===== src/rtl/mic_level_meter.sv =====
// Windowed microphone volume meter: per-window peak above the idle midpoint is
// quantised to a 4-bit level, with peak-hold, a thermometer LED bar and a loud flag.
module mic_level_meter #(
    parameter int unsigned WINDOW       = 4000,
    parameter int unsigned OFFSET       = 2048,
    parameter int unsigned SHIFT        = 7,
    parameter int unsigned HOLD_WINDOWS = 5,
    parameter int unsigned THRESH       = 13
) (
    input  logic        clk,
    input  logic        reset_n,
    input  logic        E,
    input  logic        sample_valid,
    input  logic [11:0] sample,
    output logic [3:0]  level,
    output logic [3:0]  hold_level,
    output logic        level_valid,
    output logic        loud,
    output logic [15:0] led
);

    localparam logic [15:0] WinLast  = 16'(WINDOW - 1);
    localparam logic [15:0] HoldLast = 16'(HOLD_WINDOWS - 1);
    localparam logic [11:0] Offset   = 12'(OFFSET);

    logic [15:0] win_cnt_q, win_cnt_d;
    logic [11:0] run_max_q, run_max_d;
    logic [15:0] hold_cnt_q, hold_cnt_d;
    logic [3:0]  level_q, level_d;
    logic [3:0]  hold_level_q, hold_level_d;
    logic        level_valid_q, level_valid_d;
    logic        loud_q, loud_d;
    logic [15:0] led_q, led_d;

    logic        accept;
    logic        win_end;
    logic [11:0] pk;
    logic [11:0] amp;
    logic [11:0] amp_sh;
    logic [3:0]  lv;

    always_comb begin
        accept  = E && sample_valid;
        win_end = accept && (win_cnt_q == WinLast);
        pk      = (sample > run_max_q) ? sample : run_max_q;
        amp     = (pk > Offset) ? (pk - Offset) : 12'd0;
        amp_sh  = amp >> SHIFT;
        lv      = (amp_sh > 12'd15) ? 4'd15 : amp_sh[3:0];
    end

    always_comb begin
        win_cnt_d     = win_cnt_q;
        run_max_d     = run_max_q;
        hold_cnt_d    = hold_cnt_q;
        level_d       = level_q;
        hold_level_d  = hold_level_q;
        level_valid_d = 1'b0;
        loud_d        = loud_q;
        led_d         = led_q;

        if (!E) begin
            // Disabled meter behaves like a synchronous reset held every cycle.
            win_cnt_d    = '0;
            run_max_d    = '0;
            hold_cnt_d   = '0;
            level_d      = '0;
            hold_level_d = '0;
            loud_d       = 1'b0;
            led_d        = '0;
        end else if (win_end) begin
            win_cnt_d     = '0;
            run_max_d     = '0;
            level_d       = lv;
            level_valid_d = 1'b1;
            loud_d        = ({28'd0, lv} >= THRESH);
            led_d         = (16'd1 << lv) - 16'd1;
            if (lv >= hold_level_q) begin
                hold_level_d = lv;
                hold_cnt_d   = '0;
            end else if (hold_cnt_q == HoldLast) begin
                hold_level_d = hold_level_q - 4'd1;
                hold_cnt_d   = '0;
            end else begin
                hold_cnt_d = hold_cnt_q + 16'd1;
            end
        end else if (accept) begin
            win_cnt_d = win_cnt_q + 16'd1;
            run_max_d = pk;
        end
    end

    always_ff @(posedge clk or negedge reset_n) begin
        if (!reset_n) begin
            win_cnt_q     <= '0;
            run_max_q     <= '0;
            hold_cnt_q    <= '0;
            level_q       <= '0;
            hold_level_q  <= '0;
            level_valid_q <= 1'b0;
            loud_q        <= 1'b0;
            led_q         <= '0;
        end else begin
            win_cnt_q     <= win_cnt_d;
            run_max_q     <= run_max_d;
            hold_cnt_q    <= hold_cnt_d;
            level_q       <= level_d;
            hold_level_q  <= hold_level_d;
            level_valid_q <= level_valid_d;
            loud_q        <= loud_d;
            led_q         <= led_d;
        end
    end

    assign level       = level_q;
    assign hold_level  = hold_level_q;
    assign level_valid = level_valid_q;
    assign loud        = loud_q;
    assign led         = led_q;

endmodule


===== config.mk =====
export PLATFORM = sky130hd
export DESIGN_NAME = mic_level_meter
export DESIGN_NICKNAME = d
export VERILOG_FILES = /design/src/rtl/mic_level_meter.sv
export SDC_FILE = /design/constraint.sdc
export NUM_CORES = 1
export LEC_CHECK = 0
export ABC_AREA = 1
export ABC_CLOCK_PERIOD_IN_PS = 3300
export CAP_MARGIN = 20
export CORE_ASPECT_RATIO = 1.4
export CORE_MARGIN = 2
export CORE_UTILIZATION = 39
export DETAILED_ROUTE_END_ITERATION = 16
export MAX_ROUTING_LAYER = met4
export PLACE_DENSITY = 0.6
export SLEW_MARGIN = 10
export SYNTH_ARGS = -nofsm -noshare
export SYNTH_HDL_FRONTEND = slang
export SYNTH_SLANG_ARGS = --single-unit
export TNS_END_PERCENT = 1

===== constraint.sdc =====
create_clock -name clk -period 3.3 [get_ports clk]
set_input_delay 0.66 -clock clk [delete_from_list [all_inputs] [get_ports clk]]
set_output_delay 0.66 -clock clk [all_outputs]
set_load 0.005 [all_outputs]

* Word level (Yosys, flattened, before mapping) *
Index checks and enable logic that the tools add are counted.

word-level totals
  latch bits = 0
  memory bits (writable) = 0
  bits in read-only memories = 0
  output and inout port bits = 26
  memories kept = 0
  flip-flop bits (word level) = 70
  bits of input ports = 16

operators by class
  shift operators = 1
  bitwise operators = 0
  div/mod/pow operators = 0
  mux-type cells = 25
  order comparisons = 5
  add/sub/neg operators = 5
  multiply operators = 0
  reductions and logical operators = 3
  eq/ne operators = 5

operators with widths
  cell                                                      count
  2-to-1 mux 16 bit                                         9
  2-to-1 mux 12 bit                                         5
  adder 16 x 1 -> 16 bit, second input constant             2
  2-to-1 mux 4 bit                                          7
  == test 16 x 12 -> 1 bit, second input constant           1
  == test 16 x 3 -> 1 bit, second input constant            1
  << shifter 1 x 4 -> 16 bit, first input constant          1
  subtractor 16 x 1 -> 16 bit, second input constant        1
  > comparator 12 bit                                       1
  > comparator 12 bit, second input constant                1
  subtractor 12 bit, second input constant                  1
  inequality test 3 x 1 -> 1 bit, second input constant     2
  > comparator 5 x 4 -> 1 bit, second input constant        1
  greater-or-equal comparator 4 bit                         1
  greater-or-equal comparator 4 bit, second input constant  1
  2-to-1 mux 1 bit                                          4
  subtractor 4 x 1 -> 4 bit, second input constant          1
  logical AND 1 bit                                         2
  inequality test 2 x 1 -> 1 bit, second input constant     1
  AND reduction 2 bit                                       1

* Depth between registers and ports, before layout *
Gate-level depths: netlist of the first run.

  depth in word-level cells = 10
  mapped depth = 29
  mapped depth without buffers = 28

* Worst setup path after synthesis of the first run *
Ideal clock, no wire load.

  path type = input to register
  start point = input sample[11]
  end point = register hold_cnt_q[8]
  slack = -420 ps
  path buffers = 2
  cell stages on the path = 24
  data arrival time = 3,634 ps
  library setup time = 86 ps
  path through = ha_1 > nand2_1 > inv_2 > nand2_2 > nor2_4 > nand2_1 > nand3_2 > buf_6 > nand3b_2 > nand2_4 > nand2_1 > nor2_2 > nand3_2 > nand2_4 > nor2_1 > inv_1 > ha_1 > nor2_1 > o211ai_1 > nand3_1 > a311oi_1 > nor2_1 > buf_2 > nor3_1

between the ends
  longest elaborated chain between the ends = 10

ends and longest elaborated chain
  what                                                      RTL line  text
  from (decl)                                               14        input logic [11:0] sample,
  > comparator 12 bit                                       45        pk = (sample > run_max_q) ? sample : run_max_q;
  2-to-1 mux 12 bit (*)                                     45
  subtractor 12 bit or > comparator 12 bit (tied branches)  46        amp = (pk > Offset) ? (pk - Offset) : 12'd0;
  2-to-1 mux 12 bit (*)                                     46
  > comparator 5 x 4 -> 1 bit                               48        lv = (amp_sh > 12'd15) ? 4'd15 : amp_sh[3:0];
  2-to-1 mux 4 bit (*)                                      48
  greater-or-equal comparator 4 bit (*)                     77        if (lv >= hold_level_q) begin
  2-to-1 mux 16 bit (*)                                     77
  2-to-1 mux 16 bit (*)                                     70        end else if (win_end) begin
  2-to-1 mux 16 bit (*)                                     61        if (!E) begin
  to (signal assigned)                                      105       hold_cnt_q <= hold_cnt_d;
  to (decl)                                                 28        logic [15:0] hold_cnt_q, hold_cnt_d;

Every way passes the cells marked *; elsewhere a longest branch is shown, timed or not. The select of a mux whose other input is x is not followed.
A chain may end at the register's enable or synchronous reset.

* Worst setup path in the final report of the first run *
  start point = input sample[8]
  end point = register run_max_q[2]

between the ends
  longest elaborated chain between the ends = 5

ends and longest elaborated chain
  what                  RTL line  text
  > comparator 12 bit   45
  2-to-1 mux 12 bit     45
  2-to-1 mux 12 bit     86        end else if (accept) begin
  2-to-1 mux 12 bit     70
  2-to-1 mux 12 bit     61
  to (signal assigned)  104       run_max_q <= run_max_d;
  to (decl)             27        logic [11:0] run_max_q, run_max_d;

No other way between the ends. The select of a mux whose other input is x is not followed.

==> flow_metrics.py, run 1 <==
metrics = {
    "outcome": {
        "status": "finished, violations left",
        "failed_checks": "negative setup slack",
    },
    "place": {
        "pre_cts_slack_ns": -0.921,
        "io_buffer_count": 41,
        "gp_congestion": 0.836,
        "hpwlAfterDp_um": 7850,
    },
    "global_routing": {
        "grt_pass1_wl_um": 20100,
        "grt_start_max_net_pins": 70,
        "grt-ovfl-total": 0,
        "antenna_found_initial": 0,
        "grt_pass1_vias": 4211,
        "track_usage_pct": 22.3,
    },
    "die": {
        "die-area_sq_um": 11600,
        "ios": 42,
        "die_x_um": 91.5,
        "fp.coreArea_sq_um": 10400,
        "die_h_um": 126,
        "start_util_pct": 40.1,
        "row_count": 44,
    },
    "clock_tree": {
        "ctsRootBufferMaster": "clkbuf_16",
        "clock_latency_ns": 0.34,
        "tritoncts": "done",
        "cts_buffers": 9,
        "cts.sink_count": 69,
        "cts.clk_slew.worst_paths_ns": 0.05,
        "h-tree-depth": 3,
        "postCtsHoldBufs": 0,
        "cts_buffer_depth": 2,
    },
    "worst_setup_path": {
        "worst_r2r_startpoint": "run_max_q[9]$_DFFE_PN0P_",
        "r2r_cells": 26,
        "startpoint": "sample[8]",
        "start_kind": "input port",
        "critPathKind": "in2reg",
        "worst_ep_required_time_ns": 3.55,
        "rrSetupSlack_ns": -0.17,
        "cp_data_arrival_time_ns": 3.75,
        "worstSetupEndpointType": "flop",
        "crit_fanout": 6,
        "reg2reg_to": "run_max_q[2]$_DFFE_PN0P_",
    },
    "logic_synthesis": {
        "yosysSeqAreaShare_pct": 41.3,
        "synth_cell_types": 47,
        "synth_area_leaders": "dfrtp_1 (41%), nand2_1 (9.4%), ha_1 (6.3%)",
        "synth_top_area_cell": "dfrtp_1",
        "async_flop_share_pct": 100,
        "synth-seq-cells": 69,
        "synth_most_common_cell": "nand2_1",
        "synthesis.area_sq_um": 4180,
        "synth_nets": 560,
        "synth-main-ff-cell": "dfrtp_1",
        "synth_common_cells": "nand2_1 (105), dfrtp_1 (69), inv_1 (69)",
        "avgSynthCellArea_sq_um": 7.99,
        "synth-edff-count": 0,
        "yosysWarnings": 0,
        "syn_inst": 523,
        "synth_top_area_share_pct": 41.3,
    },
    "job": {
        "cap_violations": 0,
    },
    "route": {
        "drc": 0,
        "ant_nets": 0,
        "finalWirelength_um": 11700,
        "drt_iter0_drc": 234,
        "firstDrtPassIters": 4,
        "routedWlPerCell_um": 14.3,
        "vias": 4056,
        "via_per_inst": 4.95,
    },
    "sta": {
        "fin_crit_sh_pct": 106,
        "finalSetupViolations": 22,
        "setup_ws_ns": -0.203,
        "slew-limit-headroom_pct": 67.1,
        "hold_viol": 0,
        "period_needed_ns": 3.50,
        "fmax_ghz": 0.285,
        "rsz0062_at_grt": "true",
        "tightest_slew_ns": 0.493,
        "whs_ns": 0.349,
        "fin_skew_ns": 0.00489,
        "slew_viol_final": 0,
    },
    "finish": {
        "syn2layout_area_growth_pct": 50.4,
        "finalNetCount": 713,
        "antenna-diode-count": 0,
        "drive_above_1_share_pct": 37.4,
    },
    "power_and_ir_drop": {
        "power_mw": 2.91,
        "leakagePower_nw": 2.86,
        "vdd_drop_max_mv": 0.344,
        "cellPowerDensity_nw_per_um2": 463,
    },
    "hold_path": {
        "hp-class": "in2async",
    },
}
==> critical path, cell delays in order <==
cell and delay [ns]:
buf_4 0.13, ha_4 0.25, nand2_2 0.04, inv_2 0.06, nand2_4 0.06, nor2_4 0.13, nand4_4 0.15, buf_6 0.18
nand3b_1 0.11, nand2_2 0.09, buf_4 0.14, buf_6 0.10, buf_4 0.11, buf_4 0.12, buf_4 0.13, buf_4 0.12
buf_4 0.12, buf_4 0.12, buf_4 0.12, buf_4 0.11, buf_4 0.12, buf_4 0.12, buf_4 0.12, buf_4 0.13
buf_6 0.10, o22ai_2 0.10
==> cell type report <==
cell class / count / area, sq um
fill: 902 / 4120
multi-input combinational: 363 / 2460
clock inverter: 6 / 109
sequential: 69 / 1730
tap: 138 / 173
inverter: 81 / 307
timing repair buffer: 152 / 1270
clock buffer: 10 / 239
==> cell usage in the layout (no fill, tap or decap), drive strengths merged, types with 13 or more instances in the layout <==
cell type      netlist  final
inv                 77     78
nand2              116    117
ha                  21     21
nor3                21     21
nor2                56     56
buf                  7    123
o22ai               13     13
nand3               33     33
nand4               13     13
clkdlybuf4s50        0     28
dfrtp               69     69
o21ai               27     27
a21oi               19     19
==> cells by family (layout without fill, tap and decap cells) <==
kind of cell             count (synthesis)  in the layout  share of synthesized area [%]
AND/OR/NAND/NOR                        257            258                           30.6
buffers and inverters                   92            249                           8.81
AO/OA/AOI/OAI                           73             73                           10.6
flip-flops                              69             69                           41.3
adder cells (fa/ha/maj)                 21             21                           6.29
XOR/XNOR                                10             10                           2.10
multiplexers                             1              1                          0.240
==> state kept, by name, summed over array words and instances, names as in the netlist <==
| register | count |
|---|---|
| loud | 1 |
| hold_cnt_q | 16 |
| led | 16 |
| hold_level | 4 |
| level_valid | 1 |
| win_cnt_q | 16 |
| run_max_q | 12 |
| level | 3 |
==> metal layers <==
metal | up-vias | track usage (%) | wire length [um]
met3 | 24 | 4.51 | 412
met2 | 67 | 38.7 | 6160
met1 | 1930 | 25.4 | 4910
met4 | 0 | 7.93 | 260
li1 | 2035 | - | -
met5 | - | - | 0
==> where the power goes <==
group	internal, mW	total (mW)	switching, mW
clock	0.758	1.12	0.363
combinational	0.445	0.905	0.460
sequential	0.869	0.883	0.0135
==> per-stage QoR <==
| step | TNS [ns] | util (%) | area [sq um] | cells |
|---|---|---|---|---|
| after floorplan | -4.41 | - | 4190 | 523 |
| after global placement | -20.36 | 50.6 | 5260 | 764 |
| after detailed placement | -21.82 | 50.6 | 5260 | 764 |
| after CTS | -1.90 | 59.0 | 6140 | 812 |
| after global routing | -5.44 | 60.4 | 6280 | 819 |
| final | -1.35 | 60.4 | 6280 | 819 |
==> worst max-delay path by stage <==
stage	to	slack, ns
6_report	run_max_q[2]$_DFFE_PN0P_	-0.20
3_3_place_gp	hold_cnt_q[13]$_DFFE_PN0P_	-0.83
3_5_place_dp	hold_cnt_q[13]$_DFFE_PN0P_	-0.92
2_1_floorplan	hold_cnt_q[8]$_DFFE_PN0P_	-0.28
4_1_cts	hold_cnt_q[14]$_DFFE_PN0P_	-0.12
5_1_grt	hold_level[0]$_DFFE_PN0P_	-0.30
==> what timing repair did <==
action,CTS,global route
endpoints found under the setup margin,27,28
pin swaps,45,30
buffers inserted,31,7
gates resized for setup,122,40
cloned,3,0
Power figures use the tool's default switching activity.
==> inputs of run 2 (changes only) <==
--- a/config.mk
+++ b/config.mk
@@ -11,9 +11,11 @@
 export CORE_ASPECT_RATIO = 1.4
 export CORE_MARGIN = 2
 export CORE_UTILIZATION = 39
+export CTS_BUF_LIST = sky130_fd_sc_hd__clkbuf_8
 export DETAILED_ROUTE_END_ITERATION = 16
+export DONT_BUFFER_PORTS = 1
 export MAX_ROUTING_LAYER = met4
-export PLACE_DENSITY = 0.6
+export PLACE_DENSITY = 0.55
 export SLEW_MARGIN = 10
 export SYNTH_ARGS = -nofsm -noshare
 export SYNTH_HDL_FRONTEND = slang
==> run 2 against run 1 <==
The run still ends with negative setup slack left. Global-route usage is 2.3 points lower. First-iteration DRC count decreased by 30%. Design area down 15%. Sequential share of layout area rose by 4.8 points. Worst hold slack worse by 0.18 ns. Combinational power down 18%. Worst setup slack improved by 0.13 ns. Clock skew rose by 0.0082 ns. Total power down 19%. Core utilization shrank 9.0 points. Largest power group is now registers.
==> flow_metrics.py, run 2 (same netlist as run 1, synthesis figures left out) <==
metrics = {
    "route": {
        "via_per_inst": 5.04,
        "drc": 0,
        "firstDrtPassIters": 4,
        "drt_iter0_drc": 164,
        "finalWirelength_um": 10600,
        "routedWlPerCell_um": 14.3,
        "ant_nets": 0,
        "vias": 3732,
    },
    "power_and_ir_drop": {
        "cellPowerDensity_nw_per_um2": 442,
        "intPower_mw": 1.63,
        "leakagePower_nw": 2.45,
        "pwr-share-clk_pct": 31.2,
        "pwr-share-seq_pct": 37.3,
        "p_sw_mw": 0.732,
        "vdd_drop_max_mv": 0.273,
        "combPwrFrac_pct": 31.5,
        "switching_share_pct": 30.9,
    },
    "sta": {
        "fmax_ghz": 0.297,
        "slew_viol_final": 0,
        "fin_skew_ns": 0.0131,
        "setup_ws_ns": -0.0716,
        "hold_viol": 0,
        "whs_ns": 0.167,
        "tightest_slew_ns": 0.586,
        "fin_crit_sh_pct": 102,
        "finalSetupViolations": 14,
        "rsz0062_at_grt": "true",
        "setup-tns-final_ns": -0.393,
        "period_needed_ns": 3.37,
        "slew-limit-headroom_pct": 60.6,
    },
    "worst_setup_path": {
        "worstSetupEndpointType": "flop",
        "cp_data_arrival_time_ns": 3.65,
        "start_kind": "flop",
        "worst_ep_required_time_ns": 3.58,
        "crit_fanout": 6,
        "critPathKind": "reg2reg",
    },
    "clock_tree": {
        "clock_latency_ns": 0.36,
        "cts_buffers": 9,
        "tritoncts": "done",
        "cts.clk_slew.worst_paths_ns": 0.08,
        "ctsRootBufferMaster": "clkbuf_8",
        "h-tree-depth": 3,
        "cts_buffer_depth": 2,
        "cts.sink_count": 69,
    },
    "die": {
        "die-area_sq_um": 11600,
        "ios": 42,
        "row_count": 44,
        "fp.coreArea_sq_um": 10400,
        "die_h_um": 126,
        "die_x_um": 91.5,
        "start_util_pct": 40.1,
    },
    "global_routing": {
        "grt-ovfl-total": 0,
        "grt_start_max_net_pins": 70,
        "antenna_found_initial": 0,
        "track_usage_pct": 20.0,
        "grt_util_met3_pct": 4.51,
        "grt-busiest-layer": "met2",
        "grt_pass1_wl_um": 18000,
        "met1_usage_pct": 22.8,
        "grt_pass1_vias": 3728,
        "use_met2_pct": 34.5,
    },
    "place": {
        "gp_congestion": 0.882,
        "hpwlAfterDp_um": 7690,
        "io_buffer_count": 0,
    },
    "finish": {
        "drive_above_1_share_pct": 29.7,
        "layout_common_cells": "nand2_1 (98), dfrtp_1 (69), buf_4 (67)",
        "mostFrequentLayoutCell": "nand2_1",
        "antenna-diode-count": 0,
        "finalNetCount": 635,
        "syn2layout_area_growth_pct": 28.1,
    },
    "hold_path": {
        "hp-class": "in2async",
    },
    "job": {
        "cap_violations": 0,
    },
    "outcome": {
        "failed_checks": "negative setup slack",
        "status": "finished, violations left",
    },
}
[run 2: cell count changes in the layout (fill, tap and decap cells not counted), moves of 5 or more]
cell             delta
clkbuf_16           -9
inv_1               +8
nand2_1             +9
inv_2               -5
ha_1                +6
clkdlybuf4s50_1    -28
clkbuf_8            +8
buf_4              -37
buf_2               -5
buf_6               -5
nand2_2             -8
[run 2: path summary, 6_finish.rpt]
| check | slack, ns | cells past startpoint | to | startpoint |
|---|---|---|---|---|
| worst max-delay path | -0.07 | 26 | hold_level[0]$_DFFE_PN0P_ | run_max_q[11]$_DFFE_PN0P_ |
| worst min-delay path | 0.17 | 1 | led[10]$_DFFE_PN0P_ | reset_n |
| worst max register to register | -0.07 | 26 | hold_level[0]$_DFFE_PN0P_ | run_max_q[11]$_DFFE_PN0P_ |
| worst min register to register | 0.51 | 2 | led[10]$_DFFE_PN0P_ | led[10]$_DFFE_PN0P_ |
| max in group asynchronous | 2.81 | 1 | led[15]$_DFFE_PN0P_ | reset_n |
| min in group clk | 0.46 | 2 | hold_level[3]$_DFFE_PN0P_ | E |
[run 2: per-stage QoR]
step	setup slack (ns)	util, %	total power, mW	instance area, sq um	std cells
finish	-0.0716	51.4	2.36	5350	741
global route	-0.252	51.4	2.51	5350	741
CTS	-0.0595	50.0	2.33	5210	734
detailed placement	-0.450	45.3	1.48	4710	705
global placement	-0.366	45.3	1.47	4710	705
floorplan	-0.284	-	1.24	4190	523
[run 2: final cells by class]
type,instances,area [sq um]
Sequential cell,69,1730
Multi-Input combinational cell,363,2340
Clock inverter,7,82.6
Clock buffer,9,124
Timing Repair Buffer,74,598
Fill cell,967,5060
Inverter,81,304
Tap cell,138,173
[run 2: power groups by stage]
stage          combinational [mW]  clock [mW]  sequential [mW]
6_report                    0.746       0.738            0.881
2_1_floorplan               0.351           0            0.893
5_1_grt                     0.824       0.807            0.883
3_5_place_dp                0.580           0            0.897
4_1_cts                     0.682       0.766            0.881
3_3_place_gp                0.573           0            0.896
[run 2: layer usage]
metal  vias up  wire (um)
li1       1876          -
met1      1781       4380
met2        57       5650
met3        18        372
met4         0        223
met5         -          0
[run 2: critical path, stage by stage, from the launching register on]
cell      delay [ns]
dfrtp_1         0.36
inv_2           0.07
ha_4            0.28
nand2_4         0.05
inv_2           0.04
nand2_2         0.06
nor2_4          0.15
nand2_2         0.09
nand3_4         0.13
buf_6           0.14
nand3b_1        0.09
nand2_1         0.11
nand2_2         0.06
nor2_2          0.11
nand3_2         0.11
nand2_4         0.11
nor2_4          0.04
inv_2           0.07
ha_4            0.13
nor2_2          0.04
o211ai_1        0.24
nand3_2         0.12
a311oi_2        0.25
nor2_2          0.10
buf_6           0.14
buf_6           0.11
o21ai_2         0.11
[run 2: repair_timing]
| action | in CTS | in global routing |
|---|---|---|
| hold buffers | 1 | 0 |
| resized for setup | 45 | 24 |
| gates cloned | 2 | 0 |
| endpoints found under the setup margin | 21 | 26 |
| setup buffers | 10 | 7 |
| endpoints found under the hold margin | 69 | 0 |
| pin swaps | 24 | 23 |
==> inputs of run 3 (changes only) <==
--- a/config.mk
+++ b/config.mk
@@ -16,7 +16,7 @@
 export DONT_BUFFER_PORTS = 1
 export MAX_ROUTING_LAYER = met4
 export PLACE_DENSITY = 0.55
-export SLEW_MARGIN = 10
+export SLEW_MARGIN = 20
 export SYNTH_ARGS = -nofsm -noshare
 export SYNTH_HDL_FRONTEND = slang
 export SYNTH_SLANG_ARGS = --single-unit
==> results of run 3 <==
Final layout, timing and power as in run 2 (identical DEF).
